===== config.mk =====
export PLATFORM = sky130hd
export DESIGN_NAME = sap_core_param
export DESIGN_NICKNAME = d
export VERILOG_FILES = /design/src/rtl/sap_core_param.sv
export SDC_FILE = /design/constraint.sdc
export NUM_CORES = 1
export LEC_CHECK = 0
export ABC_CLOCK_PERIOD_IN_PS = 8200
export CAP_MARGIN = 40
export CELL_PAD_IN_SITES_DETAIL_PLACEMENT = 0
export CELL_PAD_IN_SITES_GLOBAL_PLACEMENT = 1
export CORE_MARGIN = 8
export CORE_UTILIZATION = 46
export CTS_CLUSTER_DIAMETER = 200
export CTS_CLUSTER_SIZE = 24
export DETAILED_ROUTE_END_ITERATION = 12
export PLACE_DENSITY = 0.75
export SYNTH_ARGS = -nofsm -noshare
export SYNTH_HDL_FRONTEND = slang
export SYNTH_SLANG_ARGS = --single-unit

===== constraint.sdc =====
create_clock -name clk -period 8.2 [get_ports clk]
set_input_delay 1.64 -clock clk [delete_from_list [all_inputs] [get_ports clk]]
set_output_delay 1.64 -clock clk [all_outputs]
set_load 0.005 [all_outputs]

===== src/rtl/sap_core_param.sv =====
// Parametrised SAP-style multicycle accumulator core with an internal RAM.
// The RAM is loaded through the program port while stopped; results leave via a valid-qualified output register.
module sap_core_param #(
  parameter int unsigned DATA_W = 8,
  parameter int unsigned ADDR_W = 4
) (
  input  logic              clk,
  input  logic              rst,
  input  logic              run,
  input  logic              prog_we,
  input  logic [ADDR_W-1:0] prog_addr,
  input  logic [DATA_W-1:0] prog_data,
  output logic [DATA_W-1:0] out_data,
  output logic              out_valid,
  output logic              halted,
  output logic              running,
  output logic [ADDR_W-1:0] dbg_pc
);

  localparam int unsigned DEPTH = 2 ** ADDR_W;
  localparam int unsigned OP_W  = 4;

  localparam logic [OP_W-1:0] OP_LDA = 4'h1;
  localparam logic [OP_W-1:0] OP_ADD = 4'h2;
  localparam logic [OP_W-1:0] OP_SUB = 4'h3;
  localparam logic [OP_W-1:0] OP_STA = 4'h4;
  localparam logic [OP_W-1:0] OP_LDI = 4'h5;
  localparam logic [OP_W-1:0] OP_JMP = 4'h6;
  localparam logic [OP_W-1:0] OP_JC  = 4'h7;
  localparam logic [OP_W-1:0] OP_JZ  = 4'h8;
  localparam logic [OP_W-1:0] OP_OUT = 4'hE;
  localparam logic [OP_W-1:0] OP_HLT = 4'hF;

  typedef enum logic [2:0] {
    ST_STOP,
    ST_T1,
    ST_T2,
    ST_T3,
    ST_T4,
    ST_T5
  } state_t;

  state_t            state, state_d;
  logic [ADDR_W-1:0] pc, pc_d;
  logic [ADDR_W-1:0] mar, mar_d;
  logic [OP_W-1:0]   ir_op, ir_op_d;
  logic [ADDR_W-1:0] ir_arg, ir_arg_d;
  logic [DATA_W-1:0] a, a_d;
  logic [DATA_W-1:0] b, b_d;
  logic              cf, cf_d;
  logic              zf, zf_d;
  logic [DATA_W-1:0] out_data_d;
  logic              out_valid_d;
  logic              halted_d;

  logic              ram_we;
  logic [ADDR_W-1:0] ram_waddr;
  logic [DATA_W-1:0] ram_wdata;
  logic [DATA_W-1:0] ram_rd;
  logic [DATA_W-1:0] mem [DEPTH];

  logic              alu_sub;
  logic [DATA_W:0]   alu_sum;

  // Register-array RAM: combinational read at MAR, synchronous write
  assign ram_rd = mem[mar];

  always_ff @(posedge clk) begin
    if (!rst && ram_we) begin
      mem[ram_waddr] <= ram_wdata;
    end
  end

  // SUB is A + ~B + 1, so the carry out reads as "no borrow"
  assign alu_sub = (ir_op == OP_SUB);
  assign alu_sum = {1'b0, a} + {1'b0, b ^ {DATA_W{alu_sub}}} + {{DATA_W{1'b0}}, alu_sub};

  assign dbg_pc = pc;

  // Control sequencer: next state, datapath loads and RAM write select
  always_comb begin
    state_d     = state;
    pc_d        = pc;
    mar_d       = mar;
    ir_op_d     = ir_op;
    ir_arg_d    = ir_arg;
    a_d         = a;
    b_d         = b;
    cf_d        = cf;
    zf_d        = zf;
    out_data_d  = out_data;
    out_valid_d = 1'b0;
    halted_d    = halted;
    ram_we      = 1'b0;
    ram_waddr   = prog_addr;
    ram_wdata   = prog_data;

    unique case (state)
      ST_STOP: begin
        ram_we = prog_we;
        if (run) begin
          pc_d     = '0;
          halted_d = 1'b0;
          state_d  = ST_T1;
        end
      end
      ST_T1: begin
        mar_d   = pc;
        state_d = ST_T2;
      end
      ST_T2: begin
        ir_op_d  = ram_rd[DATA_W-1 -: OP_W];
        ir_arg_d = ram_rd[ADDR_W-1:0];
        pc_d     = pc + ADDR_W'(1);
        state_d  = ST_T3;
      end
      ST_T3: begin
        state_d = ST_T1;
        case (ir_op)
          OP_LDA, OP_ADD, OP_SUB, OP_STA: begin
            mar_d   = ir_arg;
            state_d = ST_T4;
          end
          OP_LDI: a_d = DATA_W'(ir_arg);
          OP_JMP: pc_d = ir_arg;
          OP_JC:  if (cf) pc_d = ir_arg;
          OP_JZ:  if (zf) pc_d = ir_arg;
          OP_OUT: begin
            out_data_d  = a;
            out_valid_d = 1'b1;
          end
          OP_HLT: begin
            halted_d = 1'b1;
            state_d  = ST_STOP;
          end
          default: ;
        endcase
      end
      ST_T4: begin
        state_d = ST_T1;
        case (ir_op)
          OP_LDA: a_d = ram_rd;
          OP_ADD, OP_SUB: begin
            b_d     = ram_rd;
            state_d = ST_T5;
          end
          OP_STA: begin
            ram_we    = 1'b1;
            ram_waddr = mar;
            ram_wdata = a;
          end
          default: ;
        endcase
      end
      ST_T5: begin
        a_d     = alu_sum[DATA_W-1:0];
        cf_d    = alu_sum[DATA_W];
        zf_d    = (alu_sum[DATA_W-1:0] == '0);
        state_d = ST_T1;
      end
      default: state_d = ST_STOP;
    endcase
  end

  // State and datapath registers
  always_ff @(posedge clk) begin
    if (rst) begin
      state     <= ST_STOP;
      pc        <= '0;
      mar       <= '0;
      ir_op     <= '0;
      ir_arg    <= '0;
      a         <= '0;
      b         <= '0;
      cf        <= 1'b0;
      zf        <= 1'b0;
      out_data  <= '0;
      out_valid <= 1'b0;
      halted    <= 1'b0;
      running   <= 1'b0;
    end else begin
      state     <= state_d;
      pc        <= pc_d;
      mar       <= mar_d;
      ir_op     <= ir_op_d;
      ir_arg    <= ir_arg_d;
      a         <= a_d;
      b         <= b_d;
      cf        <= cf_d;
      zf        <= zf_d;
      out_data  <= out_data_d;
      out_valid <= out_valid_d;
      halted    <= halted_d;
      running   <= (state_d != ST_STOP);
    end
  end

endmodule


# Word-level counts from Yosys, hierarchy flattened

Memories as Yosys holds them, arrays and structs flattened. A register that Yosys moved wholly into a read port is not among the register bits.
Cells that the tools add are included.

Input port bits: 16
Bits in writable memories: 128
Memories kept: 1
Logic and storage cells: 88
Register bits after elaboration: 48

Add/subtract/negate cells: 3
Bitwise gates (word level): 2
Multiplexer cells: 28
Equal/unequal tests: 23
Reduce and logical (&&, ||, !) cells: 18

Memories:

| name | words | width | read ports | clocked after Yosys merged registers in | wr ports | line | RTL |
|---|---|---|---|---|---|---|---|
| mem  | 16    | 8     | 1          | 1                                       | 1        | 60   | `logic [DATA_W-1:0] mem [DEPTH];` |

Operator list:

| kind                                                 | number |
|---|---|
| two-way mux 4 bit                                    | 8 |
| two-way mux 8 bit                                    | 4 |
| one-hot mux 4 bit (3 select lines)                   | 2 |
| one-hot mux 8 bit (3 select lines)                   | 1 |
| one-hot mux 3 bit (6 select lines)                   | 1 |
| equality test 4 x 3 -> 1 bit (second input constant) | 4 |
| equality test 4 bit (second input constant)          | 3 |
| adder 8 x 8 -> 9 bit                                 | 1 |
| adder 9 x 1 -> 9 bit                                 | 1 |
| nonzero test 3 bit                                   | 3 |
| equality test 4 x 2 -> 1 bit (second input constant) | 2 |
| zero test 8 bit                                      | 1 |
| != test 2 x 1 -> 1 bit (second input constant)       | 4 |
| one-hot mux 4 bit (2 select lines)                   | 1 |
| bitwise XOR 8 bit                                    | 1 |
| equality test 3 x 2 -> 1 bit (second input constant) | 2 |
| equality test 3 bit (second input constant)          | 2 |
| two-way mux 1 bit                                    | 6 |
| two-way mux 3 bit                                    | 2 |
| != test 3 bit (second input constant)                | 2 |
| one-hot mux 3 bit (2 select lines)                   | 1 |
| AND reduction 2 bit                                  | 3 |
| AND reduction 3 bit                                  | 2 |
| AND reduction 5 bit                                  | 1 |
| 13 further kinds                                     | 16 |

# Depth between registers and ports, before layout

Word-level depth: 6
Depth in mapped cells: 11

# Worst setup path before layout

No wires, ideal clock.

Path type: input -> register
Start: input rst
End: memory mem[0][0], enable pin
Slack: 5.192 ns
Arrival: 2.638 ns
Setup time: 0.370 ns
Stages: 4
Required time: 7.830 ns
Cell sequence: clkbuf_1 > clkbuf_1 > nand3b_1 > nor2_1

Longest elaborated chain between the ends: 4

RTL lines:

| what                                    | line | RTL |
|---|---|---|
| start, declared                         | 8    | `input logic rst,` |
| zero test 1 bit                         | 69   | `if (!rst && ram_we) begin` |
| logical AND 1 bit                       | 69   |  |
| two-way mux 1 bit                       | 69   |  |
| two-way mux 1 bit (implied by the code) | 70   | `mem[ram_waddr] <= ram_wdata;` |
| end, declared                           | 60   |  |

No other way between the ends.

# Worst setup path after layout

Start: register state[2]
End: memory mem[1][7], enable pin

Longest elaborated chain between the ends: 5
Elaborated cells between the ends (all ways): 7
Those cells by class: 1 x eq/ne; 4 x mux; 2 x reduce/logical

RTL lines:

| what                                                   | line | RTL |
|---|---|---|
| start, declared                                        | 43   | `state_t state, state_d;` |
| start signal, assigned                                 | 182  | `state <= state_d;` |
| equality test 3 bit or zero test 3 bit (tied branches) | 98   | `unique case (state)` |
| one-hot mux 1 bit (2 select lines)                     | 98   |  |
| logical AND 1 bit                                      | 69   |  |
| two-way mux 1 bit                                      | 69   |  |
| two-way mux 1 bit (implied by the code)                | 70   |  |

Several ways; a longest one is shown, not always the timed one.

==> impl_summary.log <==
INFO  metric cts_repair_resize_count = 0
INFO  metric max_slew_headroom = 44.9%
INFO  metric unique_cell_type_count_in_the_yosys_netlist = 57
INFO  metric number_of_buffers_created_by_cts = 17
INFO  metric place.port_buffers = 30
INFO  metric setup_violations = 0
INFO  metric routed-via-count = 4758
INFO  metric layout.cell_area.non_filler = 0.00898 mm²
INFO  metric htree_levels = 4
INFO  metric postSynthCellCount = 558
INFO  metric drt-wirelength-per-cell = 22.3 µm
INFO  metric grt_setup_unrepaired = no
INFO  metric powerDensity = 217 mW/mm²
INFO  metric initial_core_util = 46.3%
INFO  metric crit_path_start = state[2]
INFO  metric total_count_of_max_transition_violations_in_the_final_report = 0
INFO  metric io_pins = 31
INFO  metric clock_transition_at_the_registers_of_the_reported_paths = 70 ps
INFO  metric grt.total_usage = 17.6%
INFO  metric final_hold_viol_count = 0
INFO  metric timing.critical_path.fanout_max = 18
INFO  metric ys.warnings.count = 0
INFO  metric placement.cell_area = 0.00839 mm²
INFO  metric worstMarginPinSlew = 827 ps
INFO  metric cts_hold_buffers = 0
INFO  metric layout.core_utilization = 52.8%
INFO  metric placementRows = 48
INFO  metric globalplace.congestion = 0.812
INFO  metric min_period = 3580 ps
INFO  metric n_antenna_cell = 0
INFO  metric tns = 0 ps
INFO  metric nNetsFinal = 609
INFO  metric globalRouteOverflowTotal = 0
INFO  metric grt_antenna_before_repair = 0
INFO  metric post_route_cells_drive_above_1_share = 15.6%
INFO  metric flow.area_growth_from_synthesis = 14.2%
INFO  metric clock-root-buffer = sky130_fd_sc_hd__clkbuf_16
INFO  metric dp_worst_setup_slack = 4290 ps
INFO  metric number_of_synthesized_flops_with_an_enable_pin = 128
INFO  metric die-width = 147 µm
INFO  metric final_min_period_over_clock_period = 43.7%
INFO  metric worst_r2r_startpoint = state[2]
INFO  metric hpwl = 12.7 mm
INFO  metric type_of_the_setup_path_with_the_least_slack = reg -> reg
INFO  metric detailedRoute.firstIterationViolations = 491
INFO  metric final_antenna_net_count = 0
INFO  metric worst_setup_path_start_kind = flop
INFO  metric drt-pass1-iter-count = 5
INFO  metric finalClockSkew = 10.2 ps
INFO  metric first_pass_grt_wire_length = 28.8 mm
INFO  metric clock_sink_count = 180
INFO  metric worst_ir_drop_vdd = 0.000211 V
INFO  metric synth.cell_area = 0.00787 mm²
INFO  metric clock_tree_from_tritoncts = built
INFO  metric clockBufferDepth = 2
INFO  metric status = finished, final reports clean
INFO  metric first_global_vias = 4728
INFO  metric worstSkewPairLatency = 430 ps
INFO  metric setup.reg_to_reg.worst_slack = 4620 ps
INFO  metric timing.critical_path.arrival = 3640 ps
INFO  metric timing.hold.worst.start = ir_arg[1]
INFO  metric grt_max_degree = 57
INFO  metric floorplan.die.height = 147 µm
INFO  metric design.die.area = 0.0215 mm²
INFO  metric min_path_type = reg -> reg
INFO  metric ys_ff_latch = 180
INFO  metric cellLeakagePower = 2.95 nW
INFO  metric avgViaCountPerCell = 5.80
INFO  metric dp_cells = 789
INFO  metric syn-mean-instance-area = 14.1 µm²
INFO  metric synth_seq_area_share = 62.1%
INFO  metric coreArea = 0.0170 mm²
INFO  metric total_routed_wirelength = 18.3 mm
INFO  metric element_type_at_the_critical_path_end = flop
INFO  metric proportion_of_register_bits_with_asynchronous_set_or_reset_after_synthesis = 0%
INFO  metric maximum_capacitance_violations = 0
INFO  metric final.setup.worst_slack = 4620 ps
INFO  metric layoutNonFillerInstCount = 821
INFO  metric syn-num-nets = 584
INFO  metric maxClockFrequency = 279 MHz
INFO  metric ys_dominant_reg_cell = sky130_fd_sc_hd__edfxtp_1
INFO  metric drc_markers = 0
INFO  metric postCtsSetupRepairBufs = 0
INFO  metric critical_path_required = 8260 ps
-- layer usage --
layer	routed length, µm	track usage [%]	up-vias
li1	-	-	2184
met1	8470	24.6	2391
met2	8550	26.8	162
met3	1050	4.49	21
met4	260	4.79	0
met5	0	0	-
-- placed cells by master (no fill, tap or decap), drive strengths merged, types with 5 or more instances in the layout --
| master | count |
|---|---|
| a211oi | 13 |
| a21oi | 19 |
| a22oi | 5 |
| a31oi | 5 |
| and2 | 5 |
| buf | 7 |
| clkbuf | 17 |
| clkdlybuf4s50 | 29 |
| clkinv | 5 |
| dfxtp | 52 |
| edfxtp | 128 |
| ha | 9 |
| inv | 16 |
| mux2 | 13 |
| mux2i | 36 |
| mux4 | 32 |
| nand2 | 33 |
| nand3 | 10 |
| nor2 | 50 |
| nor2b | 13 |
| nor3 | 11 |
| nor3b | 5 |
| o21a | 5 |
| o21ai | 10 |
| xnor2 | 5 |
| xor2 | 10 |
-- metrics by stage --
stage	power (mW)	hold slack, ps
after floorplan	1.11	445
after global placement	1.15	470
after detailed placement	1.16	489
after CTS	1.96	499
after global routing	2.01	515
final	1.95	495
-- area by class of cell --
type	count	area, µm²
Clock inverter	15	165
Fill cell	1386	8020
Inverter	8	30.0
Timing Repair Buffer	36	373
Sequential cell	180	4890
Multi-Input combinational cell	340	2820
Tap cell	225	282
Clock buffer	17	425
-- cell families (layout without fill, tap and decap cells) --
group,Yosys count,count (layout),synth area share [%]
AO/OA/AOI/OAI,80,80,6.89
XOR/XNOR,15,15,1.67
adder cells (fa/ha/maj),10,10,1.69
buffers and inverters,38,76,2.15
flip-flops,180,180,62.1
multiplexers,81,81,15.6
AND/OR/NAND/NOR,154,154,9.92
-- report_power, final --
part | switching, mW | internal (mW)
logic | 0.0761 | 0.0576
registers | 0.0166 | 0.985
clock network | 0.379 | 0.434
total | 0.472 | 1.48
-- sequential cells by signal, indices dropped and copies added, names as in the netlist, named ones only --
signal     flops
out_valid      1
state          3
ir_arg         4
a              8
cf             1
mar            4
dbg_pc         4
ir_op          4
mem          128
halted         1
out_data       8
b              8
running        1
zf             1
-- path summary, 6_finish.rpt --
| kind | end | cells past startpoint |
|---|---|---|
| max reg2reg | mem[1][7] | 5 |
| max | mem[1][7] | 5 |
| min reg2reg | ir_arg[1] | 2 |
| min | ir_arg[1] | 2 |
-- worst max-delay path, stage by stage, from the launching register on --
cell	delay (ps)
sky130_fd_sc_hd__dfxtp_1	600
sky130_fd_sc_hd__or3b_4	480
sky130_fd_sc_hd__or3_1	710
sky130_fd_sc_hd__o22ai_2	380
sky130_fd_sc_hd__or3b_4	440
sky130_fd_sc_hd__nor2_1	600
-- cell usage after synthesis (all sizes together), types with 4 or more instances --
cell type,count,area [µm²]
a211oi,13,97.6
a21oi,19,95.1
a22oi,5,37.5
a31oi,5,31.3
and2,5,31.3
buf,13,75.1
clkbuf,17,63.8
dfxtp,52,1040
edfxtp,128,3840
ha,9,113
inv,8,30.0
mux2,13,146
mux2i,36,360
mux4,32,721
nand2,33,124
nand2b,4,25.0
nand3,10,50.1
nand3b,4,30.0
nor2,50,188
nor2b,13,81.3
nor3,11,65.1
nor3b,5,37.5
o21a,5,37.5
o21ai,10,50.0
o21bai,4,30.0
xnor2,5,43.8
xor2,10,87.6
Power figures use the tool's default switching activity.
